`src/rtl/cache_types_pkg.sv`:
```
// Shared cache/bus types: snoop transaction encoding, sequencer states, arbitration modes.
package cache_types;

  // Sized snoop bus transaction encoding.
  typedef enum logic [1:0] {
    GETS  = 2'd0,
    GETM  = 2'd1,
    PUTM  = 2'd2,
    NOREQ = 2'd3
  } bus_tx_enc_t;

  // Bus sequencer FSM states.
  typedef enum logic [1:0] {
    SEQ_IDLE  = 2'd0,
    SEQ_BCAST = 2'd1,
    SEQ_WAIT  = 2'd2
  } seq_state_t;

  localparam int unsigned ARB_RR    = 0;
  localparam int unsigned ARB_FIXED = 1;

  // Bits needed to index n items (at least one bit).
  function automatic int unsigned idx_width(input int unsigned n);
    return (n > 1) ? $clog2(n) : 1;
  endfunction

endpackage

```
`src/rtl/coherence_rr_arbiter.sv`:
```
// Request arbiter: round-robin from a pointer, or fixed priority (lowest index wins).
module coherence_rr_arbiter
  import cache_types::*;
#(
  parameter int unsigned NUM_REQ  = 8,
  parameter int unsigned ARB_MODE = ARB_RR,
  parameter int unsigned IDX_W    = idx_width(NUM_REQ)
) (
  input  logic [NUM_REQ-1:0] req,
  input  logic [IDX_W-1:0]   ptr,
  output logic [NUM_REQ-1:0] grant_c,
  output logic [IDX_W-1:0]   grant_idx_c,
  output logic               any_c,
  output logic [IDX_W-1:0]   next_ptr_c
);

  // Scan candidates in priority order; the first asserted one wins.
  always_comb begin
    int unsigned cand;
    cand        = 0;
    grant_idx_c = '0;
    any_c       = 1'b0;
    for (int unsigned k = 0; k < NUM_REQ; k++) begin
      if (ARB_MODE == ARB_FIXED) begin
        cand = k;
      end else begin
        cand = (32'(ptr) + k) % NUM_REQ;
      end
      if (!any_c && req[IDX_W'(cand)]) begin
        any_c       = 1'b1;
        grant_idx_c = IDX_W'(cand);
      end
    end
  end

  // One-hot grant and the pointer value following the winner.
  always_comb begin
    grant_c    = any_c ? (NUM_REQ'(1) << grant_idx_c) : '0;
    next_ptr_c = (grant_idx_c == IDX_W'(NUM_REQ - 1)) ? '0 : grant_idx_c + 1'b1;
  end

endmodule

```
`src/rtl/coherence_bus_sequencer.sv`:
```
// Serialises cache-controller requests onto one snoop bus, holding it until the data response.
module coherence_bus_sequencer
  import cache_types::*;
#(
  parameter int unsigned NUM_REQ        = 8,
  parameter int unsigned ADDR_W         = 32,
  parameter int unsigned SRC_W          = $clog2(NUM_REQ) + 1,
  parameter int unsigned ARB_MODE       = ARB_RR,
  parameter int unsigned TIMEOUT_CYCLES = 255
) (
  input  logic                      clk,
  input  logic                      rst_n,
  input  logic [NUM_REQ-1:0]        req_valid,
  input  logic [NUM_REQ*ADDR_W-1:0] req_addr,
  input  logic [NUM_REQ*2-1:0]      req_tx,
  output logic [NUM_REQ-1:0]        req_ready,
  output logic                      bus_valid,
  output logic [SRC_W-1:0]          bus_source,
  output logic [ADDR_W-1:0]         bus_addr,
  output logic [1:0]                bus_tx,
  input  logic                      resp_valid,
  input  logic [SRC_W-1:0]          resp_destination,
  input  logic [ADDR_W-1:0]         resp_addr,
  output logic                      busy,
  output logic                      timeout_err
);

  localparam int unsigned IDX_W = idx_width(NUM_REQ);
  localparam int unsigned WD_W  = idx_width(TIMEOUT_CYCLES + 1);
  localparam logic [WD_W-1:0] WD_LAST =
    WD_W'((TIMEOUT_CYCLES == 0) ? 0 : TIMEOUT_CYCLES - 1);

  seq_state_t         state_q, state_d;
  logic [IDX_W-1:0]   rr_ptr_q, rr_ptr_d;
  logic [WD_W-1:0]    wd_q, wd_d;
  logic [SRC_W-1:0]   lat_src_q;
  logic [ADDR_W-1:0]  lat_addr_q;
  bus_tx_enc_t        lat_tx_q;

  logic [NUM_REQ-1:0] grant_c;
  logic [IDX_W-1:0]   grant_idx_c;
  logic [IDX_W-1:0]   next_ptr_c;
  logic               any_c;
  logic [ADDR_W-1:0]  sel_addr_c;
  bus_tx_enc_t        sel_tx_c;
  logic               idle_c;
  logic               load_c;
  logic               err_set_c;
  logic               resp_match_c;

  coherence_rr_arbiter #(
    .NUM_REQ  (NUM_REQ),
    .ARB_MODE (ARB_MODE),
    .IDX_W    (IDX_W)
  ) u_arb (
    .req         (req_valid),
    .ptr         (rr_ptr_q),
    .grant_c     (grant_c),
    .grant_idx_c (grant_idx_c),
    .any_c       (any_c),
    .next_ptr_c  (next_ptr_c)
  );

  // Winner's payload, grant visibility and response matching against the latched request.
  always_comb begin
    idle_c       = rst_n && (state_q == SEQ_IDLE);
    req_ready    = idle_c ? grant_c : '0;
    sel_addr_c   = req_addr[32'(grant_idx_c) * ADDR_W +: ADDR_W];
    sel_tx_c     = bus_tx_enc_t'(req_tx[32'(grant_idx_c) * 2 +: 2]);
    resp_match_c = resp_valid && (resp_destination == lat_src_q) && (resp_addr == lat_addr_q);
  end

  // Next-state logic: grant in idle, one broadcast cycle, then wait for the matching response.
  always_comb begin
    state_d   = state_q;
    rr_ptr_d  = rr_ptr_q;
    wd_d      = wd_q;
    load_c    = 1'b0;
    err_set_c = 1'b0;
    case (state_q)
      SEQ_IDLE: begin
        if (any_c) begin
          if (ARB_MODE == ARB_RR) begin
            rr_ptr_d = next_ptr_c;
          end
          // A NOREQ grant consumes the slot without touching the bus.
          if (sel_tx_c != NOREQ) begin
            load_c  = 1'b1;
            state_d = SEQ_BCAST;
          end
        end
      end
      SEQ_BCAST: begin
        if ((lat_tx_q == PUTM) || resp_match_c) begin
          state_d = SEQ_IDLE;
        end else begin
          state_d = SEQ_WAIT;
          wd_d    = '0;
        end
      end
      SEQ_WAIT: begin
        // A matching response beats the watchdog in the same cycle.
        if (resp_match_c) begin
          state_d = SEQ_IDLE;
        end else if ((TIMEOUT_CYCLES != 0) && (wd_q == WD_LAST)) begin
          err_set_c = 1'b1;
          state_d   = SEQ_IDLE;
        end else begin
          wd_d = wd_q + 1'b1;
        end
      end
      default: begin
        state_d = SEQ_IDLE;
      end
    endcase
  end

  // State, pointer, watchdog, request latch and registered status outputs.
  always_ff @(posedge clk) begin
    if (!rst_n) begin
      state_q     <= SEQ_IDLE;
      rr_ptr_q    <= '0;
      wd_q        <= '0;
      lat_src_q   <= '0;
      lat_addr_q  <= '0;
      lat_tx_q    <= GETS;
      bus_valid   <= 1'b0;
      busy        <= 1'b0;
      timeout_err <= 1'b0;
    end else begin
      state_q   <= state_d;
      rr_ptr_q  <= rr_ptr_d;
      wd_q      <= wd_d;
      bus_valid <= (state_d == SEQ_BCAST);
      busy      <= (state_d != SEQ_IDLE);
      if (load_c) begin
        lat_src_q  <= SRC_W'(grant_idx_c);
        lat_addr_q <= sel_addr_c;
        lat_tx_q   <= sel_tx_c;
      end
      if (err_set_c) begin
        timeout_err <= 1'b1;
      end
    end
  end

  // Broadcast fields come straight from the latch and hold between broadcasts.
  always_comb begin
    bus_source = lat_src_q;
    bus_addr   = lat_addr_q;
    bus_tx     = lat_tx_q;
  end

endmodule

```
`config.mk`:
```
export PLATFORM = sky130hd
export DESIGN_NAME = coherence_bus_sequencer
export DESIGN_NICKNAME = d
export VERILOG_FILES = /design/src/rtl/cache_types_pkg.sv /design/src/rtl/coherence_rr_arbiter.sv /design/src/rtl/coherence_bus_sequencer.sv
export SDC_FILE = /design/constraint.sdc
export NUM_CORES = 1
export LEC_CHECK = 0
export CORE_AREA = 2 2 142 144
export DETAILED_ROUTE_END_ITERATION = 8
export DIE_AREA = 0 0 144 146
export HOLD_SLACK_MARGIN = 0.08
export PLACE_DENSITY = 0.76
export SLEW_MARGIN = 20
export SYNTH_ARGS = -nofsm -noshare
export SYNTH_HDL_FRONTEND = slang
export SYNTH_SLANG_ARGS = --single-unit
```
`constraint.sdc`:
```
create_clock -name clk -period 9 [get_ports clk]
set_input_delay 0.9 -clock clk [delete_from_list [all_inputs] [get_ports clk]]
set_output_delay 0.9 -clock clk [all_outputs]
set_load 0.05 [all_outputs]
```
Word level (Yosys, flattened, before mapping)
Cells that the tools add are included.

Add/subtract/negate cells: 9. Order comparisons: 8. Eq/ne operators: 12. Shift-type cells: 3. Mux-type cells: 51. Reductions and logical operators: 23.

Operator list (count): $shiftx A256 B9 Y32 (1); $mux W8 (5); $eq A32 B32 Y1 (1); $lt A3 B4 Y1 const B (8); $mux W3 (9); $bmux W1 S3 (8); $mux W1 (22); $pmux W8 S2 (1); $shiftx A16 B5 Y2 (1); $add A3 B3 Y3 const B (4); $logic_and A1 B1 Y1 (10); $mux W2 (5); $add A8 B1 Y8 const B (1); $eq A8 B8 Y1 const B (1); $ne A2 B2 Y1 const B (4); $shl A1 B3 Y8 const A (1); $logic_not A1 Y1 (7); $add A3 B1 Y3 const B (2); $add A3 B2 Y3 const B (2); $pmux W2 S3 (1); $eq A2 B1 Y1 const B (2); $eq A2 B2 Y1 const B (2); $eq A4 B3 Y1 (1); $reduce_and A4 Y1 (1); 5 further kinds (6).

Register bits after elaboration: 53. Output and inout bits: 49. Word-level logic and storage cells: 115.

Logic depth before layout (Yosys ltp)
Depth in word-level cells: 30. Gate-level depth with buffers: 20. Mapped depth without buffers: 13.

Hierarchy
From an unflattened synthesis, not the netlist that was laid out.

Cells, all modules: 502. Area total of the unflattened synthesis: 5410.2 um^2.

By module, submodules not included: coherence_bus_sequencer (instances 1, cells an instance 396, area an instance 4390.5 um^2, sequential area each 1061.0 um^2); coherence_rr_arbiter (instances 1, cells an instance 106, area an instance 1019.7 um^2, sequential area each 0.0 um^2).

Worst setup path after synthesis
Ideal clock, no wire load.

Path kind: register -> output. Start point: register rr_ptr_q[0]. End point: output port req_ready[2]. Data arrival time: 4.170 ns. Path slack: 3.930 ns. Cell stages (with the launch flop): 19. Path buffers: 6. Path through: dfxtp_1 buf_6 buf_6 inv_1 ha_1 buf_6 mux2_2 o22ai_1 o21bai_4 or4_1 buf_2 o32ai_1 a21oi_2 inv_2 buf_2 buf_1 ha_1 nand2_1 nor2_1.

Word-level cells in the longest chain between the ends: 27. Elaborated cells between the ends (all ways): 56. Classes of those cells: add/sub: 7; shift: 1; mux: 34; reduce/logical: 14.

Ends and longest elaborated chain: from (decl) (RTL line coherence_bus_sequencer.sv:34) `logic [IDX_W-1:0] rr_ptr_q, rr_ptr_d;`; from (signal assigned) (RTL line coherence_bus_sequencer.sv:132) `rr_ptr_q <= rr_ptr_d;`; parallel branches: the longest is 23 deep, another holds $add A3 B1 Y3; $mux W3 (*) (RTL line coherence_rr_arbiter.sv:29) `if (!any_c && req[IDX_W'(cand)]) begin`; via grant_idx_c[1] (RTL line coherence_bus_sequencer.sv:41) `logic [IDX_W-1:0] grant_idx_c;`; $shl A1 B3 Y8 (*) (RTL line coherence_rr_arbiter.sv:38) `grant_c = any_c ? (NUM_REQ'(1) << grant_idx_c) : '0;`; $mux W8 (*) (RTL line coherence_rr_arbiter.sv:38); $mux W8 (*) (RTL line coherence_bus_sequencer.sv:67) `req_ready = idle_c ? grant_c : '0;`; to (decl) (RTL line coherence_bus_sequencer.sv:16) `output logic [NUM_REQ-1:0] req_ready,`.

Mark *: on every way through the listed nets, which the timed path passes. The select of a mux whose other input is x is not followed.

Worst setup path after layout
Start point: register rr_ptr_q[0]. End point: output port req_ready[7].

Word-level cells in the longest chain between the ends: 27. Elaborated cells between the ends (all ways): 56. Classes of those cells: add/sub: 7; shift: 1; mux: 34; reduce/logical: 14.

Ends and longest elaborated chain (RTL line): parallel branches: the longest is 25 deep, another holds $add A3 B1 Y3; $mux W8 (*) (coherence_rr_arbiter.sv:38); $mux W8 (*) (coherence_bus_sequencer.sv:67).

Every way passes the cells marked *. The select of a mux whose other input is x is not followed.

==> metrics.cfg <==
[worst_setup_path]
reg2reg_slack_ns=2.65
worst_setup_path_start_kind=flop
cp_slowest_stage_delay_ns=0.78
path_cells=inv_1 > ha_1 > mux4_2 > mux2i_1 > and3_1 > mux2_2 > a21oi_4 > inv_4 > ha_1 > ha_1 > and2_1 > clkdlybuf4s50_1
path_common_cell=ha_1
critPathSlowestCell=dfxtp_1
cp_top_family=buffers and inverters
crit_arrival_ns=6.36
worst_setup_path_end_kind=output pin
crit_type=flop to output pin
worstPathRequired_ns=8.10
path_buf_inv=3
path_max_fanout=74

[floorplan]
die_area_sq_um=21020
core.rowCount=51
coreArea_sq_um=19330
die_h_um=146
start_util_pct=29.36
die_w_um=144
io_pins=368

[synth]
syn_avg_cell_area_sq_um=7.061
synthArstFlopShare_pct=0
yosysUniqueCellTypes=62
syn-cell-area_sq_um=5677
synth_ff_type=dfxtp_1
synth_top_cell_area_share_pct=18.69
ys.warnings.count=0
netlist_top_cells_area=dfxtp_1 (19%), nand2_1 (16%), mux2i_1 (13%)
synth_nets=1133
netlist_instances=804
synth-seq-cells=53
ys_seq_area_share_pct=18.69
yosys.area.top_type=dfxtp_1
synth_enable_flop_cells=0

[global_route]
grt-ovfl-total=0
antenna_found_initial=0
grt_pass1_vias=6949
grt_pass1_wl_um=39640
grt.total_usage_pct=24.61
grt_max_degree=75

[clock_network]
clk_path_buf_depth=2
clock_latency_ns=0.30
cts_made_buffers=5
cts-root-buf=clkbuf_16
post-cts-setup-buffers=0
postCtsHoldBufs=0
htreeDepth=2
cts_tree=yes
clkTransAtPathRegs_ns=0.08
post_cts_resized=0
clock_sinks=53

[route]
dr.pass1.iters=5
first_iter_violations=529
drc=0
wl_um=27020
wl_per_cell_um=19.48
vias=7197
antenna_left=0
viasPerCell=5.189

[power_and_ir_drop]
combPwrFrac_pct=84.5
p_seq_share_pct=10.3
p_int_uw=1638
peakVddDrop_mv=0.4727
clkPwrFrac_pct=5.2
pwr_density_cell_nw_per_um2=413.4
leakage_uw=0.003714
switching_share_pct=58.52
p_switching_uw=2310

[timing]
worstMarginPinSlew_ns=1.000
period_needed_ns=7.261
rsz0062_at_grt=false
slew_headroom_pct=33.16
max_freq_ghz=0.1377
fin_crit_sh_pct=80.68
finalHoldViolCount=0
fin_worst_skew_ns=0.006338
setup_viol=0
slew_violations=0
finalSetupTns_ns=0

[cells_and_area]
final_nets=1450
final_cell_area_sq_um=9550
antenna_cells=0
n_fill_cell=1919
area_delta_synth_final_pct=68.24
drive_gt1_share_pct=4.278

[place]
dpl_cell_area_sq_um=9399
place_congestion=0.8750
io_buffers=366
dp_hpwl_um=21390

[worst_hold_path]
hold_path_class=flop to flop

[flow_run]
maxCapViolations=0

[run_status]
status=finished, final reports clean

[synth_stat cells, types with 3 or more instances]
| master | instances |
|---|---|
| a211oi_1 | 3 |
| a21oi_1 | 9 |
| a311oi_1 | 3 |
| a32oi_1 | 32 |
| buf_2 | 21 |
| buf_4 | 5 |
| buf_6 | 5 |
| clkbuf_1 | 26 |
| dfxtp_1 | 53 |
| ha_1 | 10 |
| inv_1 | 13 |
| mux2_2 | 8 |
| mux2i_1 | 76 |
| mux4_2 | 8 |
| nand2_1 | 243 |
| nand2b_1 | 7 |
| nand3_1 | 76 |
| nand4_1 | 45 |
| nor2_1 | 35 |
| nor2_2 | 3 |
| nor2b_1 | 4 |
| nor3_1 | 5 |
| nor4_1 | 11 |
| o21ai_0 | 12 |
| o21ai_1 | 3 |
| o22ai_1 | 5 |
| xnor2_1 | 3 |
| xor2_1 | 40 |
[metal layers]
metal / global-route usage [%] / wire, um / vias up / part of all wire (%)
li1: - / - / 3488 / -
met4: 6.716 / 663 / 0 / 2.5
met2: 41.19 / 12800 / 306 / 47
met3: 4.212 / 1946 / 37 / 7.2
met5: 0 / 0 / - / 0
met1: 32.47 / 11610 / 3366 / 43
[flip-flops by register name, indices dropped and copies added (netlist names)]
register and count:
bus_valid 1, busy 1, timeout_err 1, bus_addr 32, wd_q 8, bus_source 3, bus_tx 2, state_q 2
rr_ptr_q 3
[cell type report]
cell class / instances / area, sq um / area share, %
inverter: 15 / 58.81 / 0.6157
multi-input combinational: 676 / 4259 / 44.60
clock buffer: 5 / 125.1 / 1.310
clock inverter: 3 / 26.28 / 0.2751
tap: 265 / 331.6 / 3.472
timing repair buffer: 370 / 3689 / 38.62
sequential: 53 / 1061 / 11.11
[metrics by stage]
| stage | instances | utilization [%] | worst slack, ns | hold WS, ns | power [uW] |
|---|---|---|---|---|---|
| final | 1387 | 49.39 | 1.739 | 0.4914 | 3948 |
| after global routing | 1387 | 49.39 | 1.309 | 0.5214 | 4271 |
| after CTS | 1387 | 49.39 | 1.711 | 0.4956 | 3972 |
| after detailed placement | 1379 | 48.61 | 2.060 | 0.4665 | 3753 |
| after global placement | 1379 | 48.61 | 2.294 | 0.4511 | 3730 |
| after floorplan | 804 | - | 3.930 | 0.4716 | 2924 |
[logic make-up (layout without fill, tap and decap cells)]
group | count (synthesis) | count (layout) | share of synthesized area [%]
AO/OA/AOI/OAI | 88 | 88 | 12.23
XOR/XNOR | 43 | 43 | 6.634
adder cells (fa/ha/maj) | 10 | 10 | 2.204
buffers and inverters | 75 | 393 | 6.987
flip-flops | 53 | 53 | 18.69
multiplexers | 94 | 94 | 18.65
other | 1 | 1 | 0.06606
AND/OR/NAND/NOR | 440 | 440 | 34.54
[worst paths after layout]
path / startpoint / end / cells after the start
worst max-delay path: rr_ptr_q[0]$_SDFFE_PN0P_ / req_ready[7] / 12
worst min-delay path: timeout_err$_SDFFE_PN0P_ / timeout_err$_SDFFE_PN0P_ / 2
worst max register to register: rr_ptr_q[0]$_SDFFE_PN0P_ / bus_addr[25]$_SDFFE_PN0P_ / 13
worst min register to register: timeout_err$_SDFFE_PN0P_ / timeout_err$_SDFFE_PN0P_ / 2
[layout by cell type, fill, tap and decap left out, types with 10 or more instances in the layout]
master and instances:
a32oi_1 32, clkdlybuf4s50_1 365, dfxtp_1 53, ha_1 10
inv_1 13, mux2i_1 76, nand2_1 243, nand3_1 76
nand4_1 45, nor2_1 33, nor4_1 11, o21ai_0 12
xor2_1 40
[worst register-to-register path, delay by kind of cell, from the launching register on]
kind	cells	cell delay, ns
AOI/OAI and AO/OA	2	0.98
adders and majority gates	1	0.67
buffers and inverters	3	1.28
DFF	1	0.78
muxes	4	1.74
and+or+nand+nor	3	0.82
[power by group through the flow]
stage          clock network, uW  registers, uW  logic, uW
6_report                     207            406       3340
5_1_grt                      227            415       3630
4_1_cts                      214            404       3350
3_5_place_dp                   0            410       3340
3_3_place_gp                   0            406       3320
2_1_floorplan                  0            552       2370
No activity file was read; power rests on OpenSTA's default activity.
